[src/rtl/dds_sweep_pkg.sv]
// Shared types and defaults for the DDS frequency-sweep sequencer.
// The triangle sweep is enabled by defining DDS_SWEEP_TRI_EN.
package dds_sweep_pkg;

  localparam int FTW_W_DEF   = 32;
  localparam int DWELL_W_DEF = 16;

  typedef enum logic [1:0] {
    ST_IDLE  = 2'd0,
    ST_LOAD  = 2'd1,
    ST_DWELL = 2'd2,
    ST_STEP  = 2'd3
  } sweep_state_e;

  localparam logic DIR_UP   = 1'b0;
  localparam logic DIR_DOWN = 1'b1;

endpackage

[src/rtl/dds_dwell_timer.sv]
// Loadable dwell down-counter; expire is high in the last cycle of a dwell.
// A dwell of 0 behaves as 1.
module dds_dwell_timer
  import dds_sweep_pkg::*;
#(
  parameter int DWELL_W = DWELL_W_DEF
) (
  input  logic               clk,
  input  logic               reset,
  input  logic               load,
  input  logic               clear,
  input  logic [DWELL_W-1:0] dwell,
  output logic               expire
);

  localparam logic [DWELL_W-1:0] CNT_ZERO = {DWELL_W{1'b0}};
  localparam logic [DWELL_W-1:0] CNT_ONE  = {{(DWELL_W-1){1'b0}}, 1'b1};

  logic [DWELL_W-1:0] cnt_r;
  logic               active_r;

  assign expire = active_r && (cnt_r == CNT_ZERO);

  // Counter runs from max(dwell,1)-1 down to zero, then idles until reloaded
  always_ff @(posedge clk or posedge reset) begin
    if (reset) begin
      cnt_r    <= CNT_ZERO;
      active_r <= 1'b0;
    end else if (clear) begin
      active_r <= 1'b0;
    end else if (load) begin
      active_r <= 1'b1;
      cnt_r    <= (dwell == CNT_ZERO) ? CNT_ZERO : (dwell - CNT_ONE);
    end else if (expire) begin
      active_r <= 1'b0;
    end else if (active_r) begin
      cnt_r <= cnt_r - CNT_ONE;
    end
  end

endmodule

[src/rtl/dds_sweep_ctrl.sv]
// Frequency-sweep sequencer driving the DDS tuning word and phase clear.
// Define DDS_SWEEP_TRI_EN to build the up/down (triangle) sweep.
module dds_sweep_ctrl
  import dds_sweep_pkg::*;
#(
  parameter int FTW_W   = FTW_W_DEF,
  parameter int DWELL_W = DWELL_W_DEF
) (
  input  logic               clk,
  input  logic               reset,
  input  logic               cfg_valid,
  output logic               cfg_ready,
  input  logic [FTW_W-1:0]   cfg_start_ftw,
  input  logic [FTW_W-1:0]   cfg_stop_ftw,
  input  logic [FTW_W-1:0]   cfg_step,
  input  logic [DWELL_W-1:0] cfg_dwell,
  input  logic               cfg_cont,
  input  logic               cfg_tri,
  input  logic               start,
  input  logic               abort,
  output logic [FTW_W-1:0]   ftw_out,
  output logic               ftw_upd,
  output logic               phase_clr,
  output logic               busy,
  output logic               done
);

  localparam logic [FTW_W-1:0] FTW_ZERO = {FTW_W{1'b0}};
  localparam logic [FTW_W-1:0] FTW_ONE  = {{(FTW_W-1){1'b0}}, 1'b1};

  sweep_state_e       state_r, state_s;
  logic [FTW_W-1:0]   ftw_r, ftw_s;
  logic               upd_r, upd_s, clr_r, clr_s;
  logic               busy_r, busy_s, done_r, done_s, ready_r, ready_s;
  logic [FTW_W-1:0]   start_r, stop_r, step_r;
  logic [DWELL_W-1:0] dwell_r;
  logic               cont_r;
  logic               tmr_load_s, tmr_clear_s, tmr_expire_s;
  logic [FTW_W-1:0]   step_eff_s, up_next_s, nxt_s;
  logic [FTW_W:0]     up_sum_s;
  logic               fin_s;

  assign step_eff_s = (step_r == FTW_ZERO) ? FTW_ONE : step_r;
  assign up_sum_s   = {1'b0, ftw_r} + {1'b0, step_eff_s};
  assign up_next_s  = (up_sum_s[FTW_W] || (up_sum_s[FTW_W-1:0] >= stop_r)) ?
                      stop_r : up_sum_s[FTW_W-1:0];

`ifdef DDS_SWEEP_TRI_EN
  logic             tri_r;
  logic             dir_r, dir_s;
  logic [FTW_W:0]   dn_diff_s;
  logic [FTW_W-1:0] dn_next_s;

  // A borrow shows up as the extra top bit of the widened difference
  assign dn_diff_s = {1'b0, ftw_r} - {1'b0, step_eff_s};
  assign dn_next_s = (dn_diff_s[FTW_W] || (dn_diff_s[FTW_W-1:0] <= start_r)) ?
                     start_r : dn_diff_s[FTW_W-1:0];
`else
  logic unused_tri_s;
  assign unused_tri_s = cfg_tri;
`endif

  dds_dwell_timer #(.DWELL_W(DWELL_W)) u_timer (
    .clk    (clk),
    .reset  (reset),
    .load   (tmr_load_s),
    .clear  (tmr_clear_s),
    .dwell  (dwell_r),
    .expire (tmr_expire_s)
  );

  // Next-state and next-output decode; the step decision happens at dwell expiry
  always_comb begin
    state_s     = state_r;
    ftw_s       = ftw_r;
    upd_s       = 1'b0;
    clr_s       = 1'b0;
    busy_s      = busy_r;
    done_s      = 1'b0;
    tmr_load_s  = 1'b0;
    tmr_clear_s = 1'b0;
    fin_s       = 1'b0;
    nxt_s       = up_next_s;
`ifdef DDS_SWEEP_TRI_EN
    dir_s       = dir_r;
`endif
    if (abort) begin
      state_s     = ST_IDLE;
      busy_s      = 1'b0;
      tmr_clear_s = 1'b1;
    end else begin
      case (state_r)
        ST_IDLE: begin
          if (start) begin
            state_s    = ST_LOAD;
            ftw_s      = start_r;
            upd_s      = 1'b1;
            clr_s      = 1'b1;
            busy_s     = 1'b1;
            tmr_load_s = 1'b1;
`ifdef DDS_SWEEP_TRI_EN
            dir_s      = DIR_UP;
`endif
          end else begin
            busy_s = 1'b0;
          end
        end
        ST_LOAD, ST_DWELL, ST_STEP: begin
          if (tmr_expire_s) begin
`ifdef DDS_SWEEP_TRI_EN
            if (dir_r == DIR_UP) begin
              if (ftw_r >= stop_r) begin
                if (tri_r && (start_r < stop_r)) begin
                  dir_s = DIR_DOWN;
                  nxt_s = dn_next_s;
                end else begin
                  fin_s = 1'b1;
                end
              end else begin
                nxt_s = up_next_s;
              end
            end else begin
              if (ftw_r <= start_r) begin
                if (cont_r) begin
                  dir_s = DIR_UP;
                  nxt_s = up_next_s;
                end else begin
                  fin_s = 1'b1;
                end
              end else begin
                nxt_s = dn_next_s;
              end
            end
`else
            fin_s = (ftw_r >= stop_r);
`endif
            if (fin_s && cont_r) begin
              state_s    = ST_LOAD;
              ftw_s      = start_r;
              upd_s      = 1'b1;
              clr_s      = 1'b1;
              tmr_load_s = 1'b1;
`ifdef DDS_SWEEP_TRI_EN
              dir_s      = DIR_UP;
`endif
            end else if (fin_s) begin
              state_s = ST_IDLE;
              busy_s  = 1'b0;
              done_s  = 1'b1;
            end else begin
              state_s    = ST_STEP;
              ftw_s      = nxt_s;
              upd_s      = 1'b1;
              tmr_load_s = 1'b1;
            end
          end else begin
            state_s = ST_DWELL;
          end
        end
        default: begin
          state_s     = ST_IDLE;
          busy_s      = 1'b0;
          tmr_clear_s = 1'b1;
        end
      endcase
    end
    ready_s = (state_s == ST_IDLE);
  end

  // State and registered outputs
  always_ff @(posedge clk or posedge reset) begin
    if (reset) begin
      state_r <= ST_IDLE;
      ftw_r   <= FTW_ZERO;
      upd_r   <= 1'b0;
      clr_r   <= 1'b0;
      busy_r  <= 1'b0;
      done_r  <= 1'b0;
      ready_r <= 1'b1;
`ifdef DDS_SWEEP_TRI_EN
      dir_r   <= DIR_UP;
`endif
    end else begin
      state_r <= state_s;
      ftw_r   <= ftw_s;
      upd_r   <= upd_s;
      clr_r   <= clr_s;
      busy_r  <= busy_s;
      done_r  <= done_s;
      ready_r <= ready_s;
`ifdef DDS_SWEEP_TRI_EN
      dir_r   <= dir_s;
`endif
    end
  end

  // Shadow configuration, writable only while idle
  always_ff @(posedge clk or posedge reset) begin
    if (reset) begin
      start_r <= FTW_ZERO;
      stop_r  <= FTW_ZERO;
      step_r  <= FTW_ZERO;
      dwell_r <= {DWELL_W{1'b0}};
      cont_r  <= 1'b0;
`ifdef DDS_SWEEP_TRI_EN
      tri_r   <= 1'b0;
`endif
    end else if (cfg_valid && ready_r) begin
      start_r <= cfg_start_ftw;
      stop_r  <= cfg_stop_ftw;
      step_r  <= cfg_step;
      dwell_r <= cfg_dwell;
      cont_r  <= cfg_cont;
`ifdef DDS_SWEEP_TRI_EN
      tri_r   <= cfg_tri;
`endif
    end
  end

  assign ftw_out   = ftw_r;
  assign ftw_upd   = upd_r;
  assign phase_clr = clr_r;
  assign busy      = busy_r;
  assign done      = done_r;
  assign cfg_ready = ready_r;

endmodule

[config.mk]
export PLATFORM = sky130hd
export DESIGN_NAME = dds_sweep_ctrl
export DESIGN_NICKNAME = d
export VERILOG_FILES = /design/src/rtl/dds_sweep_pkg.sv /design/src/rtl/dds_dwell_timer.sv /design/src/rtl/dds_sweep_ctrl.sv
export SDC_FILE = /design/constraint.sdc
export NUM_CORES = 1
export LEC_CHECK = 0
export CAP_MARGIN = 25
export CORE_ASPECT_RATIO = 1.1
export CORE_MARGIN = 10
export CORE_UTILIZATION = 55
export CTS_CLUSTER_DIAMETER = 30
export DETAILED_ROUTE_END_ITERATION = 8
export GPL_TIMING_DRIVEN = 0
export PLACE_DENSITY = 0.85
export SLEW_MARGIN = 20
export SYNTH_ARGS = -nofsm -noshare
export SYNTH_HDL_FRONTEND = slang
export SYNTH_HIERARCHICAL = 1
export SYNTH_SLANG_ARGS = --single-unit
[constraint.sdc]
create_clock -name clk -period 10.88 [get_ports clk]
set_clock_uncertainty 0.2 [all_clocks]
set_input_delay 2.176 -clock clk [delete_from_list [all_inputs] [get_ports clk]]
set_output_delay 2.176 -clock clk [all_outputs]
set_load 0.03 [all_outputs]
==> impl_metrics.json <==
{
  "synth_area_um2": 10680,
  "clk-insertion-delay-late_ns": 0.44,
  "maxSlewViolCount": 0,
  "ctsLongestPathBuffers": 2,
  "setup-tns-final_ns": 0,
  "routedWlPerCell_um": 21.35,
  "grt_use_total": 0.2380,
  "hold_buffers": 0,
  "ff2ff_setup_slack_ns": 4.05,
  "syn_nets": 1250,
  "clk_pin_slew_ns": 0.07,
  "final_common_cell": "dfrtp_1",
  "detail_route.iter0.violations": 767,
  "grt_pass1_vias": 9103,
  "initial_core_util": 0.5594,
  "r2r-end": "ftw_out[26]",
  "grt_antenna_before_repair": 0,
  "critPathKind": "flip-flop to flip-flop",
  "die_h_um": 166.2,
  "endpoint": "ftw_out[26]",
  "syn-mean-instance-area_um2": 10.36,
  "worstSetupStartpoint": "step_r[9]",
  "worst_slew_margin_rel": 0.4319,
  "synth_edf_count": 0,
  "n_antenna_cell": 0,
  "synth_cells": 1031,
  "async_flop_share": 1.000,
  "p_per_area_nw_per_um2": 223.2,
  "h-tree-depth": 4,
  "cts_tree": "yes",
  "final_antenna_net_count": 0,
  "clock_sinks": 169,
  "r2r-start": "step_r[9]",
  "hold_viol_final": 0,
  "synth_largest_area_cell": "dfrtp_1",
  "r2r_cells": 22,
  "die_area_um2": 25410,
  "numCtsBuffers": 17,
  "max_clock_freq_mhz": 146.5,
  "post_cts_buffers": 0,
  "finalSetupViolCount": 0,
  "num_rows": 53,
  "peakVddDrop_v": 0.0001400,
  "ys_types": 77,
  "synth_ff_type": "dfrtp_1",
  "ys_warn_count": 6,
  "design.core.area_um2": 19100,
  "critPathCaptureType": "flip-flop",
  "via_per_inst": 6.156,
  "hpwlAfterDp_mm": 24.08,
  "fin_crit_sh": 0.6275,
  "via_count": 9013,
  "hp-class": "flip-flop to flip-flop",
  "mostFrequentLayoutCells": "dfrtp_1 (168), clkdlybuf4s50_1 (154), mux2_2 (113)",
  "io_buffers": 154,
  "grt_pass1_wl_mm": 49.17,
  "cts-root-buf": "clkbuf_16",
  "required_ns": 10.99,
  "arrival_ns": 6.94,
  "rsz0062_at_grt": "no",
  "maxCapViolCount": 0,
  "totalWireLength_mm": 31.26,
  "drive_gt1_frac": 0.1471,
  "critPathMaxFanout": 10,
  "dr.pass1.iters": 5,
  "tightest_slew_ns": 0.8522,
  "period_needed_ns": 6.827,
  "gp_congestion": 0.9519,
  "num-nets-final": 1424,
  "status": "finished clean",
  "worst_setup_path_start_kind": "flip-flop",
  "p_leak_nw": 5.734,
  "ios": 156,
  "fp.dieW_um": 152.9,
  "grt_max_degree": 83,
  "yosys-top-cells-area": "dfrtp_1 (39%), mux2_2 (12%), ha_1 (12%), a21oi_1 (3.2%), a221o_1 (2.8%)",
  "remaining_drc_errors": 0,
  "post_cts_resized": 0,
  "grt_overflow": 0,
  "synth_seq_cells": 169,
  "synthToLayoutAreaGrowth_pct": 23.13,
  "synth_top_area_frac": 0.3935,
  "ys_seq_area_frac": 0.3959,
  "holdWs_ns": 0.3113
}
==> critical path, cell delays in order, from the launching register on <==
cell	delay (ns)
dfrtp_1	0.42
nor4_1	0.48
nand4_1	0.23
o21bai_1	0.23
ha_1	0.28
fa_1	0.26
a21oi_1	0.12
o211ai_1	0.37
a32oi_1	0.23
o41ai_1	0.50
and4_2	0.31
o21ai_0	0.13
xnor2_1	0.19
ha_1	0.32
nand4_1	0.16
nor4_1	0.69
nand3_1	0.24
nand4_1	0.22
a211oi_2	0.08
o31ai_2	0.16
nor2_1	0.14
clkbuf_1	0.36
a221o_1	0.39
==> logic make-up after synthesis <==
group	count (synthesis)	share of synthesized area
DFF	169	0.3959
muxes	117	0.1228
adders and majority gates	100	0.1178
AOI/OAI and AO/OA	269	0.1784
xor gates and xnor gates	37	0.03033
buffers and inverters	125	0.04556
and+or+nand+nor	214	0.1091
==> synth_stat cells (all sizes together), types with 3 or more instances <==
library cell  count
xnor2            22
a21oi            71
nor2             42
nand2b           13
a22oi             4
a211oi            9
o31ai             3
a221oi            3
clkbuf           55
and4              5
o21bai            4
nor4b             4
xor2             15
and3              3
nor3b             4
nor2b             7
a22o             30
a21o             12
a311o             3
or4               7
nand3            16
a31oi             5
nor4             18
o211ai           11
dfrtp           168
nand4            19
ha               99
a41oi             3
nor3             11
inv              59
nand2            54
buf              11
mux2i             4
mux2            113
a221o            30
o21ai            56
o22a              3
==> power breakdown <==
part           switching, mW  total [mW]  internal (mW)  leakage, nW
combinational          0.785        1.41          0.620         3.44
clock                  0.267       0.613          0.346        0.277
sequential             0.156       0.918          0.763         2.02
total                   1.21        2.94           1.73         5.73
==> worst min-delay path by stage <==
stage / cells past startpoint / slack (ns) / from / endpoint
finish: 1 / 0.31 / start_r[12] / start_r[12]
CTS: 1 / 0.31 / start_r[11] / start_r[11]
floorplan: 1 / 0.24 / cont_r / done
global route: 1 / 0.32 / start_r[13] / start_r[13]
detailed placement: 1 / 0.30 / start_r[11] / start_r[11]
global placement: 1 / 0.29 / start_r[12] / start_r[12]
==> per-stage QoR <==
| step | power (mW) | util | setup WS [ns] | instances | area (µm²) |
|---|---|---|---|---|---|
| floorplan | 1.874 | - | 4.413 | 1031 | 10680 |
| global placement | 2.258 | 0.6563 | 2.399 | 1432 | 12530 |
| detailed placement | 2.296 | 0.6582 | 4.132 | 1433 | 12570 |
| CTS | 2.927 | 0.6888 | 4.076 | 1464 | 13160 |
| global route | 3.133 | 0.6888 | 3.724 | 1464 | 13160 |
| finish | 2.936 | 0.6888 | 4.053 | 1464 | 13160 |
==> routing by layer <==
| layer | up-vias | GRT usage | wire (µm) |
|---|---|---|---|
| met3 | 45 | 0.04299 | 1828 |
| met4 | 0 | 0.06432 | 619 |
| li1 | 4193 | - | - |
| met5 | - | 0 | 0 |
| met1 | 4441 | 0.3028 | 13470 |
| met2 | 334 | 0.4054 | 15340 |
==> final cells by class <==
cell class | count | area [µm²]
buffer | 66 | 262.8
clock buffer | 18 | 439.2
clock inverter | 13 | 146.4
fill | 1468 | 5943
inverter | 59 | 231.5
multi-input combinational | 737 | 5967
sequential | 169 | 4230
tap | 247 | 309.0
timing repair buffer | 155 | 1569
==> state kept, by name (all words and copies together) (netlist names) <==
signal            flops
step_r               32
u_timer/active_r      1
state_r               2
cfg_ready             1
ftw_out              32
dwell_r              16
ftw_upd               1
phase_clr             1
start_r              32
done                  1
cont_r                1
stop_r               32
busy                  1
u_timer/cnt_r        16
No activity file was read; power rests on OpenSTA's default activity.
